### config.mk
export PLATFORM = sky130hd
export DESIGN_NAME = serial_loaded_cpu
export DESIGN_NICKNAME = d
export VERILOG_FILES = /design/src/rtl/serial_loaded_cpu.sv
export SDC_FILE = /design/constraint.sdc
export NUM_CORES = 2
export LEC_CHECK = 0
export ABC_AREA = 1
export BUFFER_PORTS_ARGS = -buffer_cell sky130_fd_sc_hd__buf_2
export CORE_MARGIN = 8
export CORE_UTILIZATION = 30
export CTS_CLUSTER_DIAMETER = 60
export DETAILED_ROUTE_END_ITERATION = 10
export GPL_ROUTABILITY_DRIVEN = 0
export GPL_TIMING_DRIVEN = 0
export PLACE_DENSITY = 0.44
export SLEW_MARGIN = 20
export SYNTH_ARGS = -nofsm -noshare
export SYNTH_HDL_FRONTEND = slang
export SYNTH_SLANG_ARGS = --single-unit
### constraint.sdc
create_clock -name clk -period 9.41 [get_ports clk]
set_input_delay 1.4115 -clock clk [delete_from_list [all_inputs] [get_ports clk]]
set_output_delay 1.4115 -clock clk [all_outputs]
set_load 0.03 [all_outputs]
### src/rtl/serial_loaded_cpu.sv
`timescale 1ns/1ps
// Serial-loaded 32-bit CPU: UART-style loader fills program memory, then one instruction retires per clock.
// A byte lands in memory on the cycle its stop bit is sampled; rx has no backpressure, bytes outside LOAD are dropped.
module serial_loaded_cpu #(
  parameter int DBIT         = 8,
  parameter int CLKS_PER_BIT = 16,
  parameter int ADDR_W       = 5
) (
  input  logic        clk,
  input  logic        reset,
  input  logic        rx,
  input  logic        startbut,
  output logic [31:0] check_A,
  output logic [31:0] check_S,
  output logic [20:0] check_PC
);
  localparam int CNT_W = $clog2(CLKS_PER_BIT) + 1;
  localparam int BIT_W = $clog2(DBIT) + 1;
  localparam int BC_W  = ADDR_W + 3;
  localparam int WORDS = 1 << ADDR_W;
  localparam logic [CNT_W-1:0] HALF_M1   = CNT_W'(CLKS_PER_BIT / 2 - 1);
  localparam logic [CNT_W-1:0] FULL_M1   = CNT_W'(CLKS_PER_BIT - 1);
  localparam logic [BIT_W-1:0] LAST_BIT  = BIT_W'(DBIT - 1);
  localparam logic [BC_W-1:0]  CAP_BYTES = BC_W'(4 * WORDS);

  typedef enum logic [2:0] {RX_IDLE, RX_START, RX_DATA, RX_PAR, RX_STOP} rx_state_t;
  typedef enum logic [1:0] {CPU_LOAD, CPU_RUN, CPU_HALT} cpu_state_t;

  rx_state_t        rx_state, rx_next;
  logic             rx_s1, rx_s2;
  logic [CNT_W-1:0] rx_cnt;
  logic [BIT_W-1:0] rx_bits;
  logic [DBIT-1:0]  rx_shift;
  logic             rx_par;
  logic             half_done, bit_done, cnt_clr, byte_vld;

  cpu_state_t       cpu_state, cpu_next;
  logic [20:0]      pc, pc_next;
  logic [31:0]      regs [8];
  logic [3:0][7:0]  mem [WORDS];
  logic [BC_W-1:0]  byte_cnt;
  logic [ADDR_W:0]  loaded_words;
  logic [31:0]      instr, imm_sx, rs_val, rt_val, rd_val;
  logic [3:0]       op;
  logic [2:0]       rd, rs, rt;
  logic             halt_now, start_go, exec_en, rd_we, mem_we;
  logic             unused_bits;

  // Receiver: state register
  always_ff @(posedge clk) begin
    if (!reset) rx_state <= RX_IDLE;
    else        rx_state <= rx_next;
  end

  assign half_done = (rx_cnt == HALF_M1);
  assign bit_done  = (rx_cnt == FULL_M1);

  // Receiver: next state
  always_comb begin
    rx_next = rx_state;
    case (rx_state)
      RX_IDLE:  if (!rx_s2) rx_next = RX_START;
      RX_START: if (half_done) rx_next = rx_s2 ? RX_IDLE : RX_DATA;
      RX_DATA:  if (bit_done && rx_bits == LAST_BIT) rx_next = RX_PAR;
      RX_PAR:   if (bit_done) rx_next = RX_STOP;
      RX_STOP:  if (bit_done) rx_next = RX_IDLE;
      default:  rx_next = RX_IDLE;
    endcase
  end

  // Receiver: outputs
  always_comb begin
    cnt_clr  = (rx_state == RX_IDLE) || (rx_state == RX_START && half_done) || bit_done;
    byte_vld = (rx_state == RX_STOP) && bit_done && rx_s2 && (rx_par == ^rx_shift);
  end

  always_ff @(posedge clk) begin
    if (!reset) begin
      rx_s1    <= 1'b1;
      rx_s2    <= 1'b1;
      rx_cnt   <= '0;
      rx_bits  <= '0;
      rx_shift <= '0;
      rx_par   <= 1'b0;
    end else begin
      rx_s1  <= rx;
      rx_s2  <= rx_s1;
      rx_cnt <= cnt_clr ? '0 : rx_cnt + CNT_W'(1);
      if (rx_state == RX_IDLE) rx_bits <= '0;
      if (rx_state == RX_DATA && bit_done) begin
        rx_shift <= {rx_s2, rx_shift[DBIT-1:1]};
        rx_bits  <= rx_bits + BIT_W'(1);
      end
      if (rx_state == RX_PAR && bit_done) rx_par <= rx_s2;
    end
  end

  assign loaded_words = byte_cnt[ADDR_W+2:2];
  assign instr        = mem[pc[ADDR_W-1:0]];
  assign op           = instr[31:28];
  assign rd           = instr[27:25];
  assign rs           = instr[24:22];
  assign rt           = instr[21:19];
  assign imm_sx       = {{16{instr[15]}}, instr[15:0]};
  assign rs_val       = regs[rs];
  assign rt_val       = regs[rt];
  assign unused_bits  = ^instr[18:16];
  // An out-of-range PC halts before the fetched word is used, so memory aliasing never executes
  assign halt_now     = (pc >= 21'(loaded_words)) || (op == 4'hF);

  // Control: state register
  always_ff @(posedge clk) begin
    if (!reset) cpu_state <= CPU_LOAD;
    else        cpu_state <= cpu_next;
  end

  // Control: next state
  always_comb begin
    cpu_next = cpu_state;
    case (cpu_state)
      CPU_LOAD, CPU_HALT: if (startbut) cpu_next = CPU_RUN;
      CPU_RUN:            if (halt_now) cpu_next = CPU_HALT;
      default:            cpu_next = CPU_LOAD;
    endcase
  end

  // Control: outputs and execute
  always_comb begin
    start_go = 1'b0;
    exec_en  = 1'b0;
    rd_we    = 1'b0;
    rd_val   = '0;
    pc_next  = pc + 21'd1;
    mem_we   = byte_vld && (cpu_state == CPU_LOAD) && (byte_cnt < CAP_BYTES);
    case (cpu_state)
      CPU_LOAD, CPU_HALT: start_go = startbut;
      CPU_RUN: begin
        exec_en = !halt_now;
        case (op)
          4'h1: begin rd_we = 1'b1; rd_val = imm_sx;          end
          4'h2: begin rd_we = 1'b1; rd_val = rs_val + rt_val; end
          4'h3: begin rd_we = 1'b1; rd_val = rs_val - rt_val; end
          4'h4: begin rd_we = 1'b1; rd_val = rs_val & rt_val; end
          4'h5: begin rd_we = 1'b1; rd_val = rs_val | rt_val; end
          4'h6: begin rd_we = 1'b1; rd_val = rs_val ^ rt_val; end
          4'h7: begin rd_we = 1'b1; rd_val = rs_val + imm_sx; end
          4'h8: pc_next = instr[20:0];
          4'h9: if (rs_val == rt_val) pc_next = pc + 21'd1 + imm_sx[20:0];
          4'hA: begin rd_we = 1'b1; rd_val = rs_val;          end
          default: ;
        endcase
      end
      default: ;
    endcase
  end

  always_ff @(posedge clk) begin
    if (!reset) begin
      pc       <= '0;
      byte_cnt <= '0;
      for (int i = 0; i < 8; i++) regs[i] <= '0;
    end else begin
      if (mem_we) byte_cnt <= byte_cnt + BC_W'(1);
      if (start_go) begin
        pc <= '0;
        for (int i = 0; i < 8; i++) regs[i] <= '0;
      end else if (exec_en) begin
        pc <= pc_next;
        if (rd_we) regs[rd] <= rd_val;
      end
    end
  end

  // Big-endian packing: the first byte of each group of four lands in bits [31:24]
  always_ff @(posedge clk) begin
    if (mem_we) mem[byte_cnt[ADDR_W+1:2]][2'd3 - byte_cnt[1:0]] <= rx_shift[7:0];
  end

  assign check_A  = regs[0];
  assign check_S  = regs[7];
  assign check_PC = pc;

endmodule

After elaboration in Yosys (flattened, before gate mapping)
Memories as Yosys holds them, arrays and structs flattened. A register that Yosys moved wholly into a read port is not among the register bits.
Cells that the tools add are included.
{ "word_totals": {"n_memories": 2, "word_cells": 138, "out_inout_bits": 85, "register_bits": 54, "ram_bits": 1280} }
{ "op_classes": {"addsub": 9, "n_mux": 47, "n_eq_ne": 29, "n_reduce_logical": 25, "order_cmp": 4, "bitwise": 12} }
{ "mem_list": {"columns": ["memory", "words", "width", "read_ports", "rd_ports_with_merged_regs", "wr", "line", "rtl"], "rows": [
  ["mem", 32, 32, 1, 1, 1, "40", "logic [3:0][7:0] mem [WORDS];"],
  ["regs", 8, 32, 4, 0, 8, "39", "logic [31:0] regs [8];"]
]} }
{ "op_table": {"columns": ["op", "count"], "rows": [
  ["32-bit 2-to-1 mux", 11],
  ["32-bit one-hot mux with 8 select lines", 1],
  ["32-bit adder", 2],
  ["21-bit 2-to-1 mux", 2],
  ["21-bit one-hot mux with 2 select lines", 1],
  ["32-bit bitwise AND", 1],
  ["32-bit == test", 1],
  ["32-bit OR", 1],
  ["32-bit OR reduction", 1],
  ["32-bit subtractor", 1],
  ["32-bit bitwise XOR", 1],
  ["21-bit by 1-bit adder with 21-bit output, second input constant", 1],
  ["21-bit adder", 1],
  ["21-bit by 6-bit >= comparator with 1-bit output", 1],
  ["4-bit by 3-bit == test with 1-bit output, second input constant", 5],
  ["3-bit 2-to-1 mux", 6],
  ["8-bit demux with 2-bit select", 1],
  ["4-bit == test, second input constant", 4],
  ["1-bit 2-to-1 mux", 15],
  ["3-bit one-hot mux with 5 select lines", 1],
  ["2-bit != test, second input constant", 7],
  ["1-bit logical AND", 10],
  ["5-bit 2-to-1 mux", 2],
  ["8-bit by 1-bit adder with 8-bit output, second input constant", 1],
  ["32 further kinds", 48]
]} }

Depth between registers and ports, before layout
{ "depth": {"depth_word": 11, "depth_mapped": 40, "depth_no_buf": 35} }

Worst setup path before layout
OpenSTA, ideal clock, no wires.
{ "synth_timing": {"path_type": "reg2reg", "from": "register with a tool-made name", "to": "memory regs[0][28], data pin", "setup_ns": 0.270, "required_time_ns": 9.140, "path_stages_with_launch": 35, "n_path_buf": 5, "setup_slack_ns": 4.404, "arrival_ns": 4.736, "path_cell_list": "dfxtp_1 -> buf_4 -> buf_4 -> buf_2 -> or2_2 -> nand3_1 -> nand2_1 -> nand2_1 -> nand3_1 -> nand2_1 -> nand2_1 -> nand2_1 -> buf_4 -> buf_2 -> a32o_1 -> inv_1 -> o21ai_0 -> inv_1 -> ha_1 -> fa_1 -> or2_2 -> nand2_1 -> nand2_1 -> nand2_1 -> a21boi_0 -> o21bai_1 -> nand2_1 -> nand2_1 -> nand4_1 -> nand3_1 -> nand2_1 -> nand2_1 -> nand3_1 -> o21ai_1 -> nor2_1"} }
{ "synth_rtl": {"columns": ["element", "line"], "rows": [
  ["end, declared", "39"]
]} }

==> results.toml <==
[route]
vias = 54700
drcViolationCount = 0
firstDrtPassIters = 6
drt_iter0_drc = 7150
vias_per_cell = 5.49
avgRoutedWirePerCell_um = 29.7
drtAntennaViolNets = 0
wl_um = 296000

[global_routing]
grt_max_degree = 74
grt_antenna_before_repair = 8
grt_overflow = 0
grt_pass1_vias = 51100
grt_pass1_wl_um = 403000
track_usage_pct = 24.4

[synthesis]
yosysSeqAreaShare_pct = 60.6
syn_nets = 6823
yosysWarningCount = 0
synth.distinct_cells = 55
synth_edf_count = 1280
ys_seq_elements = 1339
syn_avg_cell_area_um2 = 9.82
synthArstFlopShare_pct = 0
synthFlopType = "edfxtp_1"
netlist_area_mm2 = 0.0653
postSynthCellCount = 6656

[sta]
period_minus_slack_ps = 8450
clock.fmax_mhz = 118
fin_skew_ps = 74.5
finalSetupTns_ps = 0
finalCritPeriodShare_pct = 89.8
max_slew_margin_pct = 17.2
rsz0062_at_grt = "no"
setup_viol_count_final = 0
slew_viol_final = 0
hold_viol = 0
tightestPinTransition_ps = 1240

[power_and_ir_drop]
p_sw_share_pct = 23.5
p_int_w = 0.0103
power_switching_w = 0.00316
power_density_mw_per_mm2 = 177
power_frac_seq_pct = 48.8
p_comb_share_pct = 3.9
power_leakage_nw = 27.0
vdd_drop_max_v = 0.000193
clkPwrFrac_pct = 47.3

[finish]
nNetsFinal = 7140
mostFrequentLayoutCells = "nand2_1 (1,509), edfxtp_1 (1,280), nor2_1 (833)"
multiInputGateArea_mm2 = 0.0228
syn_to_final_growth_pct = 16.5
fillCellCount = 22100
fin_cells = 9963
drive_above_1_share_pct = 11.1
mostFrequentLayoutCell = "nand2_1"
regArea_mm2 = 0.0396

[clock_tree]
cts_tree = "yes"
post_cts_buffers = 0
cts_sinks = 1339
clk_pin_slew_worst_paths_ps = 60
clockBufferDepth = 3
htree_levels = 4
root_buffer = "clkbuf_16"
hold_buffers = 0
clk_latency_ps = 860
cts_inserted_buffers = 162
cts_resized = 0

[run_status]
status = "complete, no violations"

[die]
start_util_pct = 30.1
die_h_um = 483
pin_count = 89
rows = 171
core_mm2 = 0.217
die_w_um = 483
die-area_mm2 = 0.233

[setup_path]
critPathLaunchType = "flip-flop"
critPathMaxFanout = 10
end_kind = "flip-flop"
cp.arrival_ps = 9030
critPathKind = "flip-flop to flip-flop"
required_ps = 9990

[placed_design]
io_buffers = 87
hpwlAfterDp_um = 207000
dp_cells = 9663

[run]
max_cap_viol_count = 0

[min_path]
hold_path.class = "flip-flop to flip-flop"
routing by layer:
layer	up-vias	GRT usage, %	wire length [µm]
met5	-	0	0
met4	0	11.3	15500
met3	588	4.39	26300
met2	2916	38.1	131000
met1	27200	33.0	123000
li1	23900	-	-
cell families (layout without fill, tap and decap cells):
kind of cell,Yosys count,after routing,share of synthesized area [%]
fa+ha+maj,163,163,3.16
xor+xnor,65,65,0.871
simple gates,3042,3042,18.8
buf+inv,764,1215,5.01
other cells,0,2,0
compound gates,1283,1283,11.5
flops,1339,1339,60.6
flip-flops by register name, summed over array words and instances, names as in the netlist, named ones only:
signal     flops
rx_shift       8
cpu_state      2
regs         256
byte_cnt       8
rx_s1          1
rx_state       3
rx_cnt         5
rx_bits        4
rx_s2          1
check_PC      21
mem         1024
rx_par         1
cell type report:
class | count | share of cell area [%]
multi-input combinational | 4553 | 30.0
sequential | 1339 | 52.1
antenna | 2 | 0.00658
tap | 2854 | 4.69
inverter | 375 | 1.86
clock buffer | 208 | 5.66
clock inverter | 90 | 1.36
buffer | 389 | 2.45
timing repair buffer | 153 | 1.92
synthesized netlist by cell type (4+ instances only):
cell      number  area [µm²]
nand3_1      472        2360
dfxtp_1       59        1180
buf_2        181         906
xor2_1        47         412
a21o_1        10        75.1
o21ai_1       17        85.1
nor4_1        11        68.8
or2_0          4        25.0
clkbuf_1     139         522
buf_1         30         113
o21ai_0      563        2820
nor2_1       940        3530
a21oi_1      311        1560
buf_4         32         240
o221ai_1      51         447
a32oi_1        6        52.6
a22oi_1        7        52.6
clkinv_1       6        22.5
nand2_1     1517        5690
nand3b_1       5        37.5
a31oi_1       20         125
o311ai_0       7        61.3
inv_2          6        22.5
or2_2         19         119
a221oi_1      10        87.6
nor3_1        27         135
o31ai_1        8        60.1
a21boi_0       4        30.0
nand2_2        9        56.3
nand4_1       29         181
ha_1         160        2000
a211oi_1       7        52.6
a32o_1        77         771
o211ai_1      34         255
o21bai_1       8        60.1
buf_6          7        78.8
inv_1        361        1360
edfxtp_1    1280       38400
o22ai_1      120         751
o21ai_2        7        61.3
o21a_1         5        37.5
xnor2_1       18         158
power groups by stage:
stage / logic [W] / clock network [W] / registers [W]
6_report: 0.000519 / 0.00636 / 0.00656
3_5_place_dp: 0.000509 / 0 / 0.00668
4_1_cts: 0.000512 / 0.00642 / 0.00656
3_3_place_gp: 0.000499 / 0 / 0.00669
5_1_grt: 0.000568 / 0.00662 / 0.00656
2_1_floorplan: 0.000316 / 0 / 0.00670
worst paths after layout:
kind / from / cells after the start / slack, ps / end
setup reg to reg: flip-flop / 21 / 960 / regs[3][25]
setup / recovery: flip-flop / 21 / 960 / regs[3][25]
hold / removal: rx_s1 / 1 / 440 / rx_s2
hold reg to reg: rx_s1 / 1 / 440 / rx_s2
worst max-delay path, cell delays in order, from the launching register on:
cell and delay (ps):
dfxtp_1 310, clkbuf_1 630, inv_1 300, clkbuf_1 420
o21ai_1 730, clkinv_1 700, clkbuf_1 460, o21ai_0 920
inv_1 220, o21ai_0 220, inv_1 70, ha_1 370
nand2_1 120, nor4_1 760, nand2_1 100, o211ai_1 480
a21oi_1 220, xnor2_1 180, nand2_1 60, nand3b_1 90
o21ai_1 680, nor2_1 100
metrics by stage:
stage                     util (%)  hold WS [ps]  power [W]  worst slack, ps  cell area [µm²]
after global placement        32.0           407    0.00719              483            69400
after CTS                     35.1           439     0.0135             1050            76100
after floorplan                  -           393    0.00701             4400            65300
after global routing          35.1           466     0.0138              783            76100
after detailed placement      32.6           424    0.00719             1070            70700
final                         35.1           436     0.0134              958            76100
(Power assumes the default switching activity.)
